[config.mk]
export PLATFORM = sky130hd
export DESIGN_NAME = level_round_player_flat
export DESIGN_NICKNAME = d
export VERILOG_FILES = /design/src/rtl/level_round_player_if.sv /design/src/rtl/level_round_player.sv /design/src/flat_wrapper.sv
export SDC_FILE = /design/constraint.sdc
export NUM_CORES = 1
export LEC_CHECK = 0
export CORE_MARGIN = 2
export CORE_UTILIZATION = 35
export CTS_BUF_LIST = sky130_fd_sc_hd__clkbuf_8 sky130_fd_sc_hd__clkbuf_16
export CTS_CLUSTER_SIZE = 30
export DETAILED_ROUTE_END_ITERATION = 10
export GPL_ROUTABILITY_DRIVEN = 0
export GPL_TIMING_DRIVEN = 0
export SETUP_SLACK_MARGIN = 0.2
export SYNTH_ARGS = -nofsm -noshare
export SYNTH_HDL_FRONTEND = slang
export SYNTH_SLANG_ARGS = --single-unit
[constraint.sdc]
create_clock -name clock -period 6 [get_ports clock]
set_input_delay 0.9 -clock clock [delete_from_list [all_inputs] [get_ports clock]]
set_output_delay 0.9 -clock clock [all_outputs]
set_load 0.005 [all_outputs]
[src/rtl/level_round_player_if.sv]
// Level/game interface between the level controller, the user keys and the
// round player. The player sits on the slave side; the driver of the inputs
// (level controller plus key logic) sits on the master side.
interface level_round_player_if;
    logic       levelupdated;
    logic [3:0] level_num;
    logic       rng_button;
    logic       user_valid;
    logic [1:0] user_key;
    logic [3:0] led_out;
    logic       busy;
    logic       win;
    logic       lose;
    logic [4:0] seq_len;

    modport master (
        output levelupdated, level_num, rng_button, user_valid, user_key,
        input  led_out, busy, win, lose, seq_len
    );

    modport slave (
        input  levelupdated, level_num, rng_button, user_valid, user_key,
        output led_out, busy, win, lose, seq_len
    );
endinterface

[src/rtl/level_round_player.sv]
// Memory-round player: shows an LFSR-generated symbol sequence on 4 LEDs,
// then checks the user's key presses against the same sequence regenerated
// from the stored round seed. Emits a one-cycle win or lose pulse.
module level_round_player #(
    parameter int         MAX_LEN        = 16,
    parameter int         SHOW_CYCLES    = 50000000,
    parameter int         GAP_CYCLES     = 12500000,
    parameter int         TIMEOUT_CYCLES = 250000000,
    parameter logic [7:0] LFSR_SEED      = 8'hA5
) (
    input  logic                 clock,
    input  logic                 rst,
    level_round_player_if.slave  lp
);

    // Timer must hold the largest of the three phase lengths.
    localparam int MAX_SG  = (SHOW_CYCLES > GAP_CYCLES) ? SHOW_CYCLES : GAP_CYCLES;
    localparam int MAX_CNT = (MAX_SG > TIMEOUT_CYCLES) ? MAX_SG : TIMEOUT_CYCLES;
    localparam int TW      = $clog2(MAX_CNT + 1);

    localparam logic [TW-1:0] SHOW_LAST    = TW'(SHOW_CYCLES - 1);
    localparam logic [TW-1:0] GAP_LAST     = TW'(GAP_CYCLES - 1);
    localparam logic [TW-1:0] TIMEOUT_LAST = TW'(TIMEOUT_CYCLES - 1);
    localparam logic [4:0]    MAX_LEN_V    = 5'(MAX_LEN);

    typedef enum logic [2:0] {
        IDLE     = 3'd0,
        SHOW_ON  = 3'd1,
        SHOW_OFF = 3'd2,
        WAIT_IN  = 3'd3,
        WIN      = 3'd4,
        LOSE     = 3'd5
    } state_t;

    // 8-bit Fibonacci LFSR step, taps 8,6,5,4.
    function automatic logic [7:0] lfsr_next(input logic [7:0] v);
        return {v[6:0], v[7] ^ v[5] ^ v[4] ^ v[3]};
    endfunction

    state_t        state_q, state_d;
    logic [7:0]    lfsr_q, lfsr_d;
    logic [7:0]    seed_q, seed_d;
    logic [7:0]    pl_q, pl_d;
    logic [3:0]    level_q, level_d;
    logic [4:0]    idx_q, idx_d;
    logic [TW-1:0] timer_q, timer_d;
    logic [4:0]    seq_len_q, seq_len_d;
    logic [3:0]    led_q, led_d;
    logic          busy_q, busy_d;
    logic          win_q, win_d;
    logic          lose_q, lose_d;

    logic [3:0]    level_sel_s;
    logic [4:0]    len_raw_s;
    logic [4:0]    len_cap_s;
    logic [4:0]    idx_inc_s;

    // Next-state, datapath and registered-output computation.
    always_comb begin
        state_d   = state_q;
        lfsr_d    = lfsr_next(lfsr_q);
        seed_d    = seed_q;
        pl_d      = pl_q;
        idx_d     = idx_q;
        timer_d   = timer_q;
        seq_len_d = seq_len_q;

        // A level strobe in the start cycle bypasses the stored level.
        if (lp.levelupdated) begin
            level_d     = lp.level_num;
            level_sel_s = lp.level_num;
        end else begin
            level_d     = level_q;
            level_sel_s = level_q;
        end
        len_raw_s = {1'b0, level_sel_s} + 5'd1;
        if (len_raw_s > MAX_LEN_V) begin
            len_cap_s = MAX_LEN_V;
        end else begin
            len_cap_s = len_raw_s;
        end
        idx_inc_s = idx_q + 5'd1;

        case (state_q)
            IDLE: begin
                if (lp.rng_button) begin
                    state_d   = SHOW_ON;
                    seq_len_d = len_cap_s;
                    seed_d    = lfsr_q;
                    pl_d      = lfsr_q;
                    idx_d     = 5'd0;
                    timer_d   = '0;
                end else begin
                    state_d = IDLE;
                end
            end
            SHOW_ON: begin
                if (timer_q == SHOW_LAST) begin
                    state_d = SHOW_OFF;
                    timer_d = '0;
                end else begin
                    timer_d = timer_q + 1'b1;
                end
            end
            SHOW_OFF: begin
                if (timer_q == GAP_LAST) begin
                    timer_d = '0;
                    if (idx_inc_s == seq_len_q) begin
                        // Rewind to the round seed so the check replays the sequence.
                        pl_d    = seed_q;
                        idx_d   = 5'd0;
                        state_d = WAIT_IN;
                    end else begin
                        pl_d    = lfsr_next(pl_q);
                        idx_d   = idx_inc_s;
                        state_d = SHOW_ON;
                    end
                end else begin
                    timer_d = timer_q + 1'b1;
                end
            end
            WAIT_IN: begin
                // A key in the timeout cycle takes priority over the timeout.
                if (lp.user_valid) begin
                    timer_d = '0;
                    if (lp.user_key == pl_q[1:0]) begin
                        pl_d  = lfsr_next(pl_q);
                        idx_d = idx_inc_s;
                        if (idx_inc_s == seq_len_q) begin
                            state_d = WIN;
                        end else begin
                            state_d = WAIT_IN;
                        end
                    end else begin
                        state_d = LOSE;
                    end
                end else if (timer_q == TIMEOUT_LAST) begin
                    state_d = LOSE;
                end else begin
                    timer_d = timer_q + 1'b1;
                end
            end
            WIN: begin
                state_d = IDLE;
            end
            LOSE: begin
                state_d = IDLE;
            end
            default: begin
                state_d = IDLE;
            end
        endcase

        // Outputs are derived from the next state so they line up with it.
        if (state_d == SHOW_ON) begin
            led_d = 4'b0001 << pl_d[1:0];
        end else begin
            led_d = 4'b0000;
        end
        busy_d = (state_d != IDLE);
        win_d  = (state_d == WIN);
        lose_d = (state_d == LOSE);
    end

    // State, datapath and output registers with asynchronous reset.
    always_ff @(posedge clock or posedge rst) begin
        if (rst) begin
            state_q   <= IDLE;
            lfsr_q    <= LFSR_SEED;
            seed_q    <= LFSR_SEED;
            pl_q      <= 8'h00;
            level_q   <= 4'd0;
            idx_q     <= 5'd0;
            timer_q   <= '0;
            seq_len_q <= 5'd1;
            led_q     <= 4'b0000;
            busy_q    <= 1'b0;
            win_q     <= 1'b0;
            lose_q    <= 1'b0;
        end else begin
            state_q   <= state_d;
            lfsr_q    <= lfsr_d;
            seed_q    <= seed_d;
            pl_q      <= pl_d;
            level_q   <= level_d;
            idx_q     <= idx_d;
            timer_q   <= timer_d;
            seq_len_q <= seq_len_d;
            led_q     <= led_d;
            busy_q    <= busy_d;
            win_q     <= win_d;
            lose_q    <= lose_d;
        end
    end

    assign lp.led_out = led_q;
    assign lp.busy    = busy_q;
    assign lp.win     = win_q;
    assign lp.lose    = lose_q;
    assign lp.seq_len = seq_len_q;

endmodule

[src/flat_wrapper.sv]
// flat-port wrapper written by rule: the top's interface ports become plain ports
module level_round_player_flat 
#(
    parameter int         MAX_LEN        = 16,
    parameter int         SHOW_CYCLES    = 50000000,
    parameter int         GAP_CYCLES     = 12500000,
    parameter int         TIMEOUT_CYCLES = 250000000,
    parameter logic [7:0] LFSR_SEED      = 8'hA5
)
  (clock, rst, lp_levelupdated, lp_level_num, lp_rng_button, lp_user_valid, lp_user_key, lp_led_out, lp_busy, lp_win, lp_lose, lp_seq_len);
  level_round_player_if lp_i ();
  input  logic clock;
  input  logic rst;
  input wire logic [$bits(lp_i.levelupdated)-1:0] lp_levelupdated;
  input wire logic [$bits(lp_i.level_num)-1:0] lp_level_num;
  input wire logic [$bits(lp_i.rng_button)-1:0] lp_rng_button;
  input wire logic [$bits(lp_i.user_valid)-1:0] lp_user_valid;
  input wire logic [$bits(lp_i.user_key)-1:0] lp_user_key;
  output wire logic [$bits(lp_i.led_out)-1:0] lp_led_out;
  output wire logic [$bits(lp_i.busy)-1:0] lp_busy;
  output wire logic [$bits(lp_i.win)-1:0] lp_win;
  output wire logic [$bits(lp_i.lose)-1:0] lp_lose;
  output wire logic [$bits(lp_i.seq_len)-1:0] lp_seq_len;
  assign lp_i.levelupdated = lp_levelupdated;
  assign lp_i.level_num = lp_level_num;
  assign lp_i.rng_button = lp_rng_button;
  assign lp_i.user_valid = lp_user_valid;
  assign lp_i.user_key = lp_user_key;
  assign lp_led_out = lp_i.led_out;
  assign lp_busy = lp_i.busy;
  assign lp_win = lp_i.win;
  assign lp_lose = lp_i.lose;
  assign lp_seq_len = lp_i.seq_len;
  level_round_player #(.MAX_LEN(MAX_LEN), .SHOW_CYCLES(SHOW_CYCLES), .GAP_CYCLES(GAP_CYCLES), .TIMEOUT_CYCLES(TIMEOUT_CYCLES), .LFSR_SEED(LFSR_SEED)) u_core (.clock(clock), .rst(rst), .lp(lp_i));
endmodule
==> impl_metrics.yaml <==
run_status:
  outcome: "completed"
power_and_ir_drop:
  powerDensity_nw_per_um2: 318.4
  leakage_nw: 1.987
  peakVddDrop_mv: 0.1657
sta:
  hold_viol_final: 0
  skew_ns: 0.006398
  setup_viol: 0
  slew_headroom: 0.3989
  max_freq_ghz: 0.3130
  layout_min_cycle_time_ns: 3.195
  rsz0062_at_grt: "false"
  tns_ns: 0
  slew_viol_final: 0
  worst_slack_ns: 2.805
  worst_slew_pin_slew_ns: 0.8947
  finalCritPeriodShare: 0.5324
worst_setup_path:
  path_max_fanout: 10
  path_cells: "clkdlybuf4s50_1, or3_1, nor2b_1, clkbuf_1, nand2_1, nor2_1, clkbuf_1, nor2_1"
  critPathBufInv: 3
  cp_data_arrival_time_ns: 3.40
  end_kind: "flip-flop"
  required_ns: 6.20
  slowest_delay_ns: 0.53
  rr_worst_depth: 8
  worst-setup-path-type: "input port to flip-flop"
  critPathTopFamily: "buffers and inverters"
  crit_cells: 8
  cp_slowest_cell: "clkdlybuf4s50_1"
  start_kind: "input port"
floorplan:
  start_util: 0.3628
  core-area_sq_um: 10980
  dieArea_sq_um: 12260
  chipHeight_um: 110.7
  die_w_um: 110.7
  num_rows: 38
  io-pin-count: 23
global_route:
  antenna_found_initial: 0
  grt_usage: 0.1575
  grt_pass1_wl_mm: 15.62
  grt_start_max_net_pins: 42
  gr-total-overflow: 0
  grt_pass1_vias: 3117
route:
  drt-initial-drc-count: 232
  via_per_inst: 5.388
  wl_per_cell_um: 15.52
  firstDrtPassIters: 6
  vias: 3179
  drt-total-wl_mm: 9.158
  drc: 0
  antenna_left: 0
cells_and_area:
  syn2layout_area_growth_pct: 17.36
  insertedDiodeCount: 0
  post_route_cells_drive_above_1_share: 0.1044
  layout.nets: 459
  final_common_cell: "dfrtp_1"
  layout_common_cells: "dfrtp_1 (67), nand2_1 (62), nand3_1 (31), nor2_1 (28), clkdlybuf4s50_1 (22)"
  nFillCells: 1042
clocking:
  cts-root-buf: "clkbuf_16"
  cts_setup_buffers: 0
  clk_latency_ns: 0.34
  hold_buffers: 0
  path_clk_slew_ns: 0.06
  clk_path_buf_depth: 2
  ctsResizeCount: 0
  cts_tree: "built"
  cts_sinks: 76
  numCtsBuffers: 9
  cts_htree_levels: 3
worst_hold_path:
  hold_path_depth: 0
  hold_path.class: "flip-flop to flip-flop"
synthesis:
  avgSynthCellArea_sq_um: 9.696
  syn_area_sq_um: 3985
  ys_ff_latch: 76
  synth_cell_types: 57
  synth-edff-count: 0
  synth_ff_type: "dfrtp_1"
  synth_warnings: 0
  synth_nets: 425
  syn_inst: 411
  synth-seq-area-share: 0.4801
  synthArstFlopShare: 1.000
placement:
  dp_slack_ns: 2.469
  io_buffer_count: 22
  place.detailed.hpwl_mm: 6.529
job:
  max_cap_violations: 0
## kinds of logic after synthesis
| logic type | Yosys count | share of synthesized area |
|---|---|---|
| multiplexers | 7 | 0.01947 |
| flip-flops | 76 | 0.4801 |
| buffers and inverters | 31 | 0.03108 |
| adder cells (fa/ha/maj) | 3 | 0.009420 |
| XOR/XNOR | 31 | 0.07158 |
| AND/OR/NAND/NOR | 204 | 0.2731 |
| AO/OA/AOI/OAI | 59 | 0.1152 |
## per-stage QoR
stage,hold WS (ns),cell area (sq um),total power (W),std cells,utilization
after global routing,0.4025,4677,0.001572,590,0.4258
after detailed placement,0.3674,4403,0.001004,574,0.4009
after CTS,0.3834,4677,0.001504,590,0.4258
after global placement,0.3623,4380,0.0009936,573,0.3988
after floorplan,0.3544,3985,0.0008625,411,-
final,0.3831,4677,0.001489,590,0.4258
## path summary, 6_finish.rpt
kind                                           end  slack (ns)               from
max in group asynchronous         u_core.seed_q[7]        4.43                rst
worst min-delay path              u_core.lfsr_q[7]        0.38   u_core.lfsr_q[6]
min in group asynchronous           u_core.lp.lose        0.93                rst
worst max register to register  u_core.timer_q[11]        2.96  u_core.timer_q[0]
worst max-delay path            u_core.timer_q[11]        2.81      lp_rng_button
worst min register to register    u_core.lfsr_q[7]        0.38   u_core.lfsr_q[6]
## Yosys cell counts, types with 4 or more instances
cell type / number / area [sq um]
a21oi_1: 8 / 40.04
clkbuf_1: 13 / 48.80
nand4_1: 17 / 106.4
nand2b_1: 4 / 25.02
xor2_1: 16 / 140.1
inv_1: 15 / 56.30
dfstp_2: 9 / 236.5
a22o_1: 4 / 35.03
and2_1: 5 / 31.28
or3_1: 10 / 62.56
o311ai_0: 5 / 43.79
mux2_2: 6 / 67.56
and3_1: 5 / 31.28
nor4_1: 7 / 43.79
dfrtp_1: 67 / 1677
nand2_1: 62 / 232.7
xnor2_1: 14 / 122.6
nand3_1: 31 / 155.2
o21ai_0: 12 / 60.06
or2_2: 4 / 25.02
nor3_1: 7 / 35.03
nor2_1: 28 / 105.1
o31ai_1: 4 / 30.03
a22oi_1: 7 / 52.55
## cell type report
cell class	instances	area, sq um	area share
multi-input cells	304	1948	0.4165
flip-flops and latches	76	1913	0.4090
clock buffers	11	252.7	0.05404
repair buffers	23	240.2	0.05136
well taps	140	175.2	0.03745
plain buffers	15	63.81	0.01364
inverters	16	62.56	0.01338
clock inverters	5	21.27	0.004548
## where the power goes
part | internal (W) | total (W) | switching [W]
Sequential | 0.000567 | 0.000611 | 0.0000442
Clock | 0.000296 | 0.000496 | 0.000200
Combinational | 0.000164 | 0.000382 | 0.000218
Total | 0.00103 | 0.00149 | 0.000462
## registers in the layout (all words and copies together), names as in the netlist
name	count
u_core.idx_q	5
u_core.level_q	4
u_core.lfsr_q	8
u_core.lp.busy	1
u_core.lp.led_out	4
u_core.lp.lose	1
u_core.lp.seq_len	5
u_core.lp.win	1
u_core.pl_q	8
u_core.seed_q	8
u_core.state_q	3
u_core.timer_q	28
## routing by layer
metal  wire [um]  track usage  vias up  share of wire
li1            -            -     1553              -
met1        4371       0.2127     1553           0.48
met2        4254       0.2405       62           0.46
met3         396      0.04483       11          0.043
met4         136      0.06000        0          0.015
met5           0            0        -              0
Power figures use the tool's default switching activity.
